==> config.mk <==
export PLATFORM = sky130hd
export DESIGN_NAME = ysyx_25010008_lsu_axi
export DESIGN_NICKNAME = d
export VERILOG_FILES = /design/src/rtl/ysyx_25010008_lsu_axi.sv
export SDC_FILE = /design/constraint.sdc
export NUM_CORES = 1
export LEC_CHECK = 0
export CORE_ASPECT_RATIO = 0.9
export CORE_MARGIN = 8
export CORE_UTILIZATION = 39
export DETAILED_ROUTE_END_ITERATION = 8
export PLACE_DENSITY_LB_ADDON = 0.3
export SLEW_MARGIN = 0
export SYNTH_ARGS = -nofsm -noshare
export SYNTH_HDL_FRONTEND = slang
export SYNTH_SLANG_ARGS = --single-unit
==> constraint.sdc <==
create_clock -name clock -period 3.7 [get_ports clock]
set_clock_uncertainty 0.2 [all_clocks]
set_input_delay 0.74 -clock clock [delete_from_list [all_inputs] [get_ports clock]]
set_output_delay 0.74 -clock clock [all_outputs]
set_load 0.05 [all_outputs]
==> src/rtl/ysyx_25010008_lsu_axi.sv <==
// -----------------------------------------------------------------------------
// ysyx_25010008_lsu_axi
//
// Load/store unit front end that turns single CPU memory requests into
// AXI4-Lite transactions. One request is in flight at a time. Each request
// ends with a one-cycle completion pulse that carries the extended load data
// and an error code.
//
// Parameters
//   DATA_W  data bus width, 32 or 64
//   ADDR_W  byte address width
//
// Ports
//   clock, reset            rising-edge clock, asynchronous active-high reset
//   req_valid / req_ready   request handshake (accepted when both are high)
//   req_we                  1 = store, 0 = load
//   req_size                0 byte, 1 half, 2 word, 3 double (DATA_W=64 only)
//   req_sext                sign-extend (1) or zero-extend (0) the load result
//   req_addr, req_wdata     byte address and LSB-aligned store data
//   resp_valid              one-cycle completion pulse
//   resp_rdata              extended load result, 0 for stores and errors
//   resp_err                00 ok, 01 misaligned / illegal size, 10 bus error
//   ar*, r*                 AXI4-Lite read address and read data channels
//   aw*, w*, b*             AXI4-Lite write address, write data and response
// -----------------------------------------------------------------------------
module ysyx_25010008_lsu_axi #(
    parameter int DATA_W = 32,
    parameter int ADDR_W = 32
) (
    input  logic                  clock,
    input  logic                  reset,

    // CPU request / response
    input  logic                  req_valid,
    output logic                  req_ready,
    input  logic                  req_we,
    input  logic [1:0]            req_size,
    input  logic                  req_sext,
    input  logic [ADDR_W-1:0]     req_addr,
    input  logic [DATA_W-1:0]     req_wdata,
    output logic                  resp_valid,
    output logic [DATA_W-1:0]     resp_rdata,
    output logic [1:0]            resp_err,

    // AXI4-Lite read channels
    output logic [ADDR_W-1:0]     araddr,
    output logic                  arvalid,
    input  logic                  arready,
    input  logic [DATA_W-1:0]     rdata,
    input  logic [1:0]            rresp,
    input  logic                  rvalid,
    output logic                  rready,

    // AXI4-Lite write channels
    output logic [ADDR_W-1:0]     awaddr,
    output logic                  awvalid,
    input  logic                  awready,
    output logic [DATA_W-1:0]     wdata,
    output logic [DATA_W/8-1:0]   wstrb,
    output logic                  wvalid,
    input  logic                  wready,
    input  logic [1:0]            bresp,
    input  logic                  bvalid,
    output logic                  bready
);

    localparam int STRB_W = DATA_W / 8;
    localparam int OFF_W  = $clog2(STRB_W);

    localparam logic [DATA_W-1:0] DATA_ONES = '1;
    localparam logic [STRB_W-1:0] STRB_ONES = '1;

    localparam logic [1:0] ERR_OK    = 2'b00;
    localparam logic [1:0] ERR_ALIGN = 2'b01;
    localparam logic [1:0] ERR_BUS   = 2'b10;

    typedef enum logic [2:0] {
        IDLE,
        RADDR,
        RDATA,
        WREQ,
        BRESP,
        RESP
    } state_t;

    state_t state;
    state_t state_next;

    // Request fields captured at acceptance; the load/store choice is carried
    // by the state itself (RADDR/RDATA versus WREQ/BRESP).
    logic [ADDR_W-1:0] addr_q;
    logic [1:0]        size_q;
    logic              sext_q;
    logic [DATA_W-1:0] wdata_q;

    // Write address / write data channels complete independently.
    logic aw_done;
    logic w_done;

    logic              accept;
    logic              misaligned;
    logic [OFF_W-1:0]  off;
    logic [ADDR_W-1:0] bus_addr;

    logic [DATA_W-1:0] load_shifted;
    logic [DATA_W-1:0] load_keep;
    logic              load_sign;
    logic [DATA_W-1:0] load_ext;
    logic [DATA_W-1:0] store_data;
    logic [STRB_W-1:0] store_bytes;
    logic [STRB_W-1:0] store_strb;

    // Gating with reset keeps req_ready low for the whole reset window,
    // including the asynchronous part before any clock edge.
    assign req_ready = (state == IDLE) && !reset;
    assign accept    = req_valid && req_ready;

    // A request is illegal when the address is not a multiple of the access
    // size, or when a double is requested on a 32-bit bus.
    always_comb begin
        case (req_size)
            2'd0:    misaligned = 1'b0;
            2'd1:    misaligned = req_addr[0];
            2'd2:    misaligned = |req_addr[1:0];
            default: misaligned = (DATA_W == 32) || (|req_addr[2:0]);
        endcase
    end

    assign off      = addr_q[OFF_W-1:0];
    assign bus_addr = {addr_q[ADDR_W-1:OFF_W], {OFF_W{1'b0}}};

    // -------------------------------------------------------------------------
    // Load data path: move the addressed bytes down to bit 0, keep 2^size
    // bytes and extend. A shift by 8 << size that reaches the full bus width
    // yields zero, so keep becomes all ones for a full-width access.
    // -------------------------------------------------------------------------
    always_comb begin
        load_shifted = rdata >> {off, 3'b000};
        load_keep    = ~(DATA_ONES << (8 << size_q));
        case (size_q)
            2'd0:    load_sign = load_shifted[7];
            2'd1:    load_sign = load_shifted[15];
            2'd2:    load_sign = load_shifted[31];
            default: load_sign = load_shifted[DATA_W-1];
        endcase
        load_ext = (load_shifted & load_keep) |
                   ((sext_q && load_sign) ? ~load_keep : '0);
    end

    // -------------------------------------------------------------------------
    // Store data path: place the LSB-aligned data at the byte offset and
    // enable exactly 2^size byte lanes starting at that offset.
    // -------------------------------------------------------------------------
    always_comb begin
        store_data  = wdata_q << {off, 3'b000};
        store_bytes = ~(STRB_ONES << (1 << size_q));
        store_strb  = store_bytes << off;
    end

    // -------------------------------------------------------------------------
    // State register
    // -------------------------------------------------------------------------
    // NOTE: clocked state uses non-blocking assignments so every register
    // samples the values from before the edge, independent of block ordering.
    always_ff @(posedge clock or posedge reset) begin
        if (reset) begin
            state <= IDLE;
        end else begin
            state <= state_next;
        end
    end

    // -------------------------------------------------------------------------
    // Next state and bus-side outputs. All bus outputs are zero outside the
    // state that owns them, so a reset (which forces IDLE) silences the bus.
    // -------------------------------------------------------------------------
    // NOTE: every signal driven here gets a default first; a path that left
    // one unassigned would infer a latch.
    always_comb begin
        state_next = state;
        arvalid    = 1'b0;
        araddr     = '0;
        rready     = 1'b0;
        awvalid    = 1'b0;
        awaddr     = '0;
        wvalid     = 1'b0;
        wdata      = '0;
        wstrb      = '0;
        bready     = 1'b0;
        resp_valid = 1'b0;

        case (state)
            IDLE: begin
                if (accept) begin
                    if (misaligned) begin
                        state_next = RESP;
                    end else if (req_we) begin
                        state_next = WREQ;
                    end else begin
                        state_next = RADDR;
                    end
                end
            end

            RADDR: begin
                arvalid = 1'b1;
                araddr  = bus_addr;
                if (arready) begin
                    state_next = RDATA;
                end
            end

            RDATA: begin
                rready = 1'b1;
                if (rvalid) begin
                    state_next = RESP;
                end
            end

            WREQ: begin
                awvalid = !aw_done;
                wvalid  = !w_done;
                awaddr  = bus_addr;
                wdata   = store_data;
                wstrb   = store_strb;
                // Leave once both channels have handshaken, whether earlier
                // (done flag) or on this edge (ready with valid still high).
                if ((aw_done || awready) && (w_done || wready)) begin
                    state_next = BRESP;
                end
            end

            BRESP: begin
                bready = 1'b1;
                if (bvalid) begin
                    state_next = RESP;
                end
            end

            RESP: begin
                resp_valid = 1'b1;
                state_next = IDLE;
            end

            default: begin
                state_next = IDLE;
            end
        endcase
    end

    // -------------------------------------------------------------------------
    // Request capture
    // -------------------------------------------------------------------------
    always_ff @(posedge clock or posedge reset) begin
        if (reset) begin
            addr_q  <= '0;
            size_q  <= '0;
            sext_q  <= 1'b0;
            wdata_q <= '0;
        end else if (accept) begin
            addr_q  <= req_addr;
            size_q  <= req_size;
            sext_q  <= req_sext;
            wdata_q <= req_wdata;
        end
    end

    // -------------------------------------------------------------------------
    // Per-channel write handshake tracking
    // -------------------------------------------------------------------------
    always_ff @(posedge clock or posedge reset) begin
        if (reset) begin
            aw_done <= 1'b0;
            w_done  <= 1'b0;
        end else if (accept) begin
            aw_done <= 1'b0;
            w_done  <= 1'b0;
        end else if (state == WREQ) begin
            if (awvalid && awready) begin
                aw_done <= 1'b1;
            end
            if (wvalid && wready) begin
                w_done <= 1'b1;
            end
        end
    end

    // -------------------------------------------------------------------------
    // Response registers: loaded on the edge that enters RESP and held until
    // the next response is produced.
    // -------------------------------------------------------------------------
    always_ff @(posedge clock or posedge reset) begin
        if (reset) begin
            resp_rdata <= '0;
            resp_err   <= ERR_OK;
        end else begin
            if (accept && misaligned) begin
                resp_rdata <= '0;
                resp_err   <= ERR_ALIGN;
            end else if ((state == RDATA) && rvalid) begin
                if (rresp != 2'b00) begin
                    resp_rdata <= '0;
                    resp_err   <= ERR_BUS;
                end else begin
                    resp_rdata <= load_ext;
                    resp_err   <= ERR_OK;
                end
            end else if ((state == BRESP) && bvalid) begin
                resp_rdata <= '0;
                resp_err   <= (bresp != 2'b00) ? ERR_BUS : ERR_OK;
            end
        end
    end

endmodule

==> Word-level counts from Yosys, hierarchy flattened <==
Cells that the tools add are included.
{ "word_totals": {"ff_bits": 106, "input_bits": 112, "out_inout_bits": 141, "wordCells": 97} }
{ "op_classes": {"eq_ne": 13, "shift": 7, "muxes": 36, "bitwise": 5, "reduce_logical": 27} }
{ "op_table": {"columns": ["operator", "n"], "rows": [
  ["32-bit 2-to-1 mux", 8],
  ["32-bit NOT", 2],
  ["32-bit AND", 1],
  ["32-bit OR", 1],
  ["1-bit by 2-bit left shift with 32-bit output (first input constant)", 1],
  ["32-bit by 32-bit left shift with 32-bit output (first input constant)", 1],
  ["32-bit by 5-bit left shift with 32-bit output", 1],
  ["4-bit by 2-bit left shift with 32-bit output (first input constant)", 1],
  ["4-bit by 32-bit left shift with 4-bit output (first input constant)", 1],
  ["32-bit by 5-bit >> shifter with 32-bit output", 1],
  ["3-bit 2-to-1 mux", 6],
  ["3-bit case mux with 5 select lines", 1],
  ["1-bit 2-to-1 mux", 12],
  ["2-bit 2-to-1 mux", 6],
  ["2-bit inequality test (second input constant)", 5],
  ["2-bit nonzero test", 5],
  ["1-bit logical AND", 9],
  ["3-bit by 2-bit == test with 1-bit output (second input constant)", 2],
  ["3-bit == test (second input constant)", 2],
  ["5-bit AND reduction", 1],
  ["2-bit by 1-bit == test with 1-bit output (second input constant)", 2],
  ["2-bit zero test", 2],
  ["4-bit 2-to-1 mux", 1],
  ["4-bit NOT", 1],
  ["other kinds (11)", 15]
]} }

==> Depth between registers and ports, before layout <==
{ "depth": {"depth_word": 9, "depth_mapped": 7, "mapped_depth_nobuf": 4} }

==> Worst setup path after synthesis <==
No wires, ideal clock.
{ "synth_timing": {"path_kind": "reg-to-output", "from": "register addr_q[0]", "to": "output port wstrb[2]", "arrival_time_ns": 2.329, "required_ns": 2.760, "setup_slack_ns": 0.431, "stages_incl_launch_ff": 6, "path_buffers": 3, "cell_sequence": "dfrtp_1 > clkbuf_1 > buf_2 > buf_1 > nand2_1 > a221oi_1"} }
{ "synth_between": {"elab_chain_cells": 2} }
{ "synth_lines": {"columns": ["element", "line_no", "source"], "rows": [
  ["from (decl)", "91", "logic [ADDR_W-1:0] addr_q;"],
  ["from (signal assigned)", "261", "addr_q <= req_addr;"],
  ["4-bit by 2-bit left shift with 4-bit output", "157", "store_strb = store_bytes << off;"],
  ["4-bit 2-to-1 mux", "192", "case (state)"],
  ["to (decl)", "59", "output logic [DATA_W/8-1:0] wstrb,"]
]} }
Every way passes these cells.

==> Worst setup path in the final report <==
{ "layout_timing": {"from": "register state[1]", "to": "output port wdata[0]"} }
{ "layout_between": {"elab_chain_cells": 2} }
{ "layout_lines": {"columns": ["element", "line_no", "source"], "rows": [
  ["from (decl)", "86", "state_t state;"],
  ["from (signal assigned)", "169", "state <= state_next;"],
  ["3-bit by 2-bit == test with 1-bit output", "192", null],
  ["32-bit 2-to-1 mux", "192", null],
  ["to (decl)", "58", "output logic [DATA_W-1:0] wdata,"]
]} }
Every way passes these cells.

==> flow_summary.json <==
{
  "status": "complete, no violations",
  "clk_pin_slew_ns": 0.07,
  "p_leak_nw": 4.496,
  "insertion_delay_ns": 0.35,
  "grt.met2_usage_pct": 35.87,
  "synth_cells": 669,
  "ys_ff_latch": 106,
  "final-hold-violation-count": 0,
  "busiest_layer": "met2",
  "register_area_mm2": 0.002655,
  "path_class": "flip-flop to output port",
  "r2r_cells": 6,
  "antenna_found_initial": 3,
  "synthSimpleGateAreaFrac_pct": 29.12,
  "port_buffers": 248,
  "rows": 42,
  "drive_above_1_share_pct": 18.93,
  "stdcell_count": 1097,
  "coreArea_mm2": 0.01466,
  "numCtsBuffers": 9,
  "top_level_ports": 253,
  "ctsLongestPathBuffers": 2,
  "hold_end": "wdata_q[24]",
  "synth_top_family_by_area": "simple AND/OR/NAND/NOR gates",
  "area_growth_pct": 62.29,
  "crit_fanout": 14,
  "use_met3_pct": 9.472,
  "synth.most_common_cell": "nand2_1",
  "htreeDepth": 3,
  "hp-class": "flip-flop to flip-flop",
  "tightest_slew_ns": 0.7738,
  "period_needed_ns": 3.328,
  "grt_start_max_net_pins": 107,
  "power.density_mw_per_mm2": 792.0,
  "gp_congestion": 0.8191,
  "via_count": 5613,
  "ir_drop_mv": 0.5061,
  "multiInputGateArea_mm2": 0.002927,
  "final.setup.tns_ns": 0,
  "use_met1_pct": 24.10,
  "r2r-start": "addr_q[1]",
  "netlist_area_mm2": 0.005843,
  "start_util_pct": 39.85,
  "cts_resized": 0,
  "drc_errors": 0,
  "synth_cell_types": 48,
  "synth_flop_cell": "dfrtp_1",
  "arrival_ns": 2.39,
  "place_hpwl_um": 15110,
  "synth_compound_area_share_pct": 12.01,
  "hp-start": "wdata_q[24]",
  "synth_warnings": 0,
  "overflow": 0,
  "setup-violations-final": 0,
  "hold_buffers": 0,
  "place_ws_ns": 0.3775,
  "fin_nets": 1005,
  "synthTopCellsByCount": "nand2_1 (200), dfrtp_1 (106), and2_1 (48), nor2_1 (47), mux2i_1 (32)",
  "routed_via_density": 5.117,
  "cts_tree": "built",
  "ys_seq_area_share_pct": 45.40,
  "drv_cap": 0,
  "cts_root_buf": "clkbuf_16",
  "period_share_pct": 89.96,
  "total_power_w": 0.007510,
  "first_pass_iters": 4,
  "drv_slew": 0,
  "max_freq_mhz": 300.4,
  "cp-start-kind": "flip-flop",
  "min_path_cells": 2,
  "worst_slack_ns": 0.3715,
  "clkSinkCount": 106,
  "dieWidth_um": 145.0,
  "synthArstFlopShare_pct": 100.0,
  "r2r_slack_ns": 1.18,
  "yosys-mux-area-fraction_pct": 8.630,
  "grt_usage_pct": 21.52,
  "synth_fa_ha_area_share_pct": 0,
  "die_area_mm2": 0.01916,
  "fin_util_pct": 64.68,
  "syn_avg_cell_area_um2": 8.734,
  "critical_path_required_ns": 2.76,
  "grt_pass1_wl_um": 32950,
  "die_h_um": 132.1,
  "r2r-end": "resp_rdata[17]",
  "synth-xor-area-share_pct": 0,
  "synth_top_area_share_pct": 45.40,
  "yosysTopAreaCell": "dfrtp_1",
  "first_global_vias": 5791,
  "dp.cells": 1080,
  "ys_top_cells_by_area": "dfrtp_1 (45%), nand2_1 (13%), mux2i_1 (5.5%), and2_1 (5.1%), and3_1 (3.2%)",
  "wirelength_um": 20580,
  "wl_per_cell_um": 18.76,
  "fillCellCount": 1216,
  "synth_edf_count": 0,
  "ant_nets": 0,
  "relSlewSlack_pct": 48.22,
  "cts_setup_buffers": 0,
  "drt_iter0_markers": 284,
  "crit_path_end_kind": "output port",
  "rsz0062_at_grt": "no"
}
final cells by class:
type / count / share of cell area (%)
Antenna cell: 1 / 0.02639
Sequential cell: 106 / 28.00
Clock inverter: 4 / 0.7785
Inverter: 3 / 0.1583
Timing Repair Buffer: 264 / 34.86
Multi-Input combinational cell: 509 / 30.86
Clock buffer: 12 / 2.705
Tap cell: 198 / 2.612
cell usage in the layout, fill, tap and decap left out, types with 16 or more instances in the layout:
cell               n
a211oi_1          16
o21ai_0           17
dfrtp_1          104
buf_4             39
buf_12            76
mux2i_1           32
nand2_1          199
and2_1            47
a21oi_1           22
and3_1            30
clkdlybuf4s50_1  149
nor2_1            47
state kept, by name, indices dropped and copies added (netlist names):
name and flops:
wdata_q 32, resp_rdata 32, addr_q 32, w_done 1, sext_q 1, aw_done 1, size_q 2, resp_err 2
state 3
logic make-up after synthesis:
family / Yosys count
AND/OR/NAND/NOR: 360
flip-flops: 106
AO/OA/AOI/OAI: 98
buffers and inverters: 57
multiplexers: 47
other: 1
per-stage QoR:
stage / hold WS, ns / area [um2]
after floorplan: 0.2379 / 5858
after global placement: 0.2531 / 9150
after detailed placement: 0.2547 / 9150
after CTS: 0.2717 / 9480
after global routing: 0.2892 / 9483
final: 0.2661 / 9483
metal layers:
layer,up-vias,wire length (um)
met5,-,28
met4,4,495
met3,33,2063
met2,199,9988
met1,2692,8005
li1,2685,-
worst max path at each step:
stage,end,start,cells after the start
after floorplan,wstrb[2],addr_q[0],5
after global placement,req_ready,reset,3
after detailed placement,req_ready,reset,3
after CTS,wdata[0],state[1],5
after global routing,wdata[0],state[1],5
final,wdata[0],state[1],5
power by group:
part           switching (W)  internal, W
combinational        0.00261      0.00173
sequential          0.000471      0.00163
clock               0.000433     0.000631
total                0.00351      0.00400
worst max-delay path, stage by stage (launching register included):
cell,delay (ns)
dfrtp_1,0.62
and3b_1,0.28
nand2b_1,0.28
nor2_2,0.45
and2_1,0.26
buf_12,0.15
No activity file was read; power rests on OpenSTA's default activity.
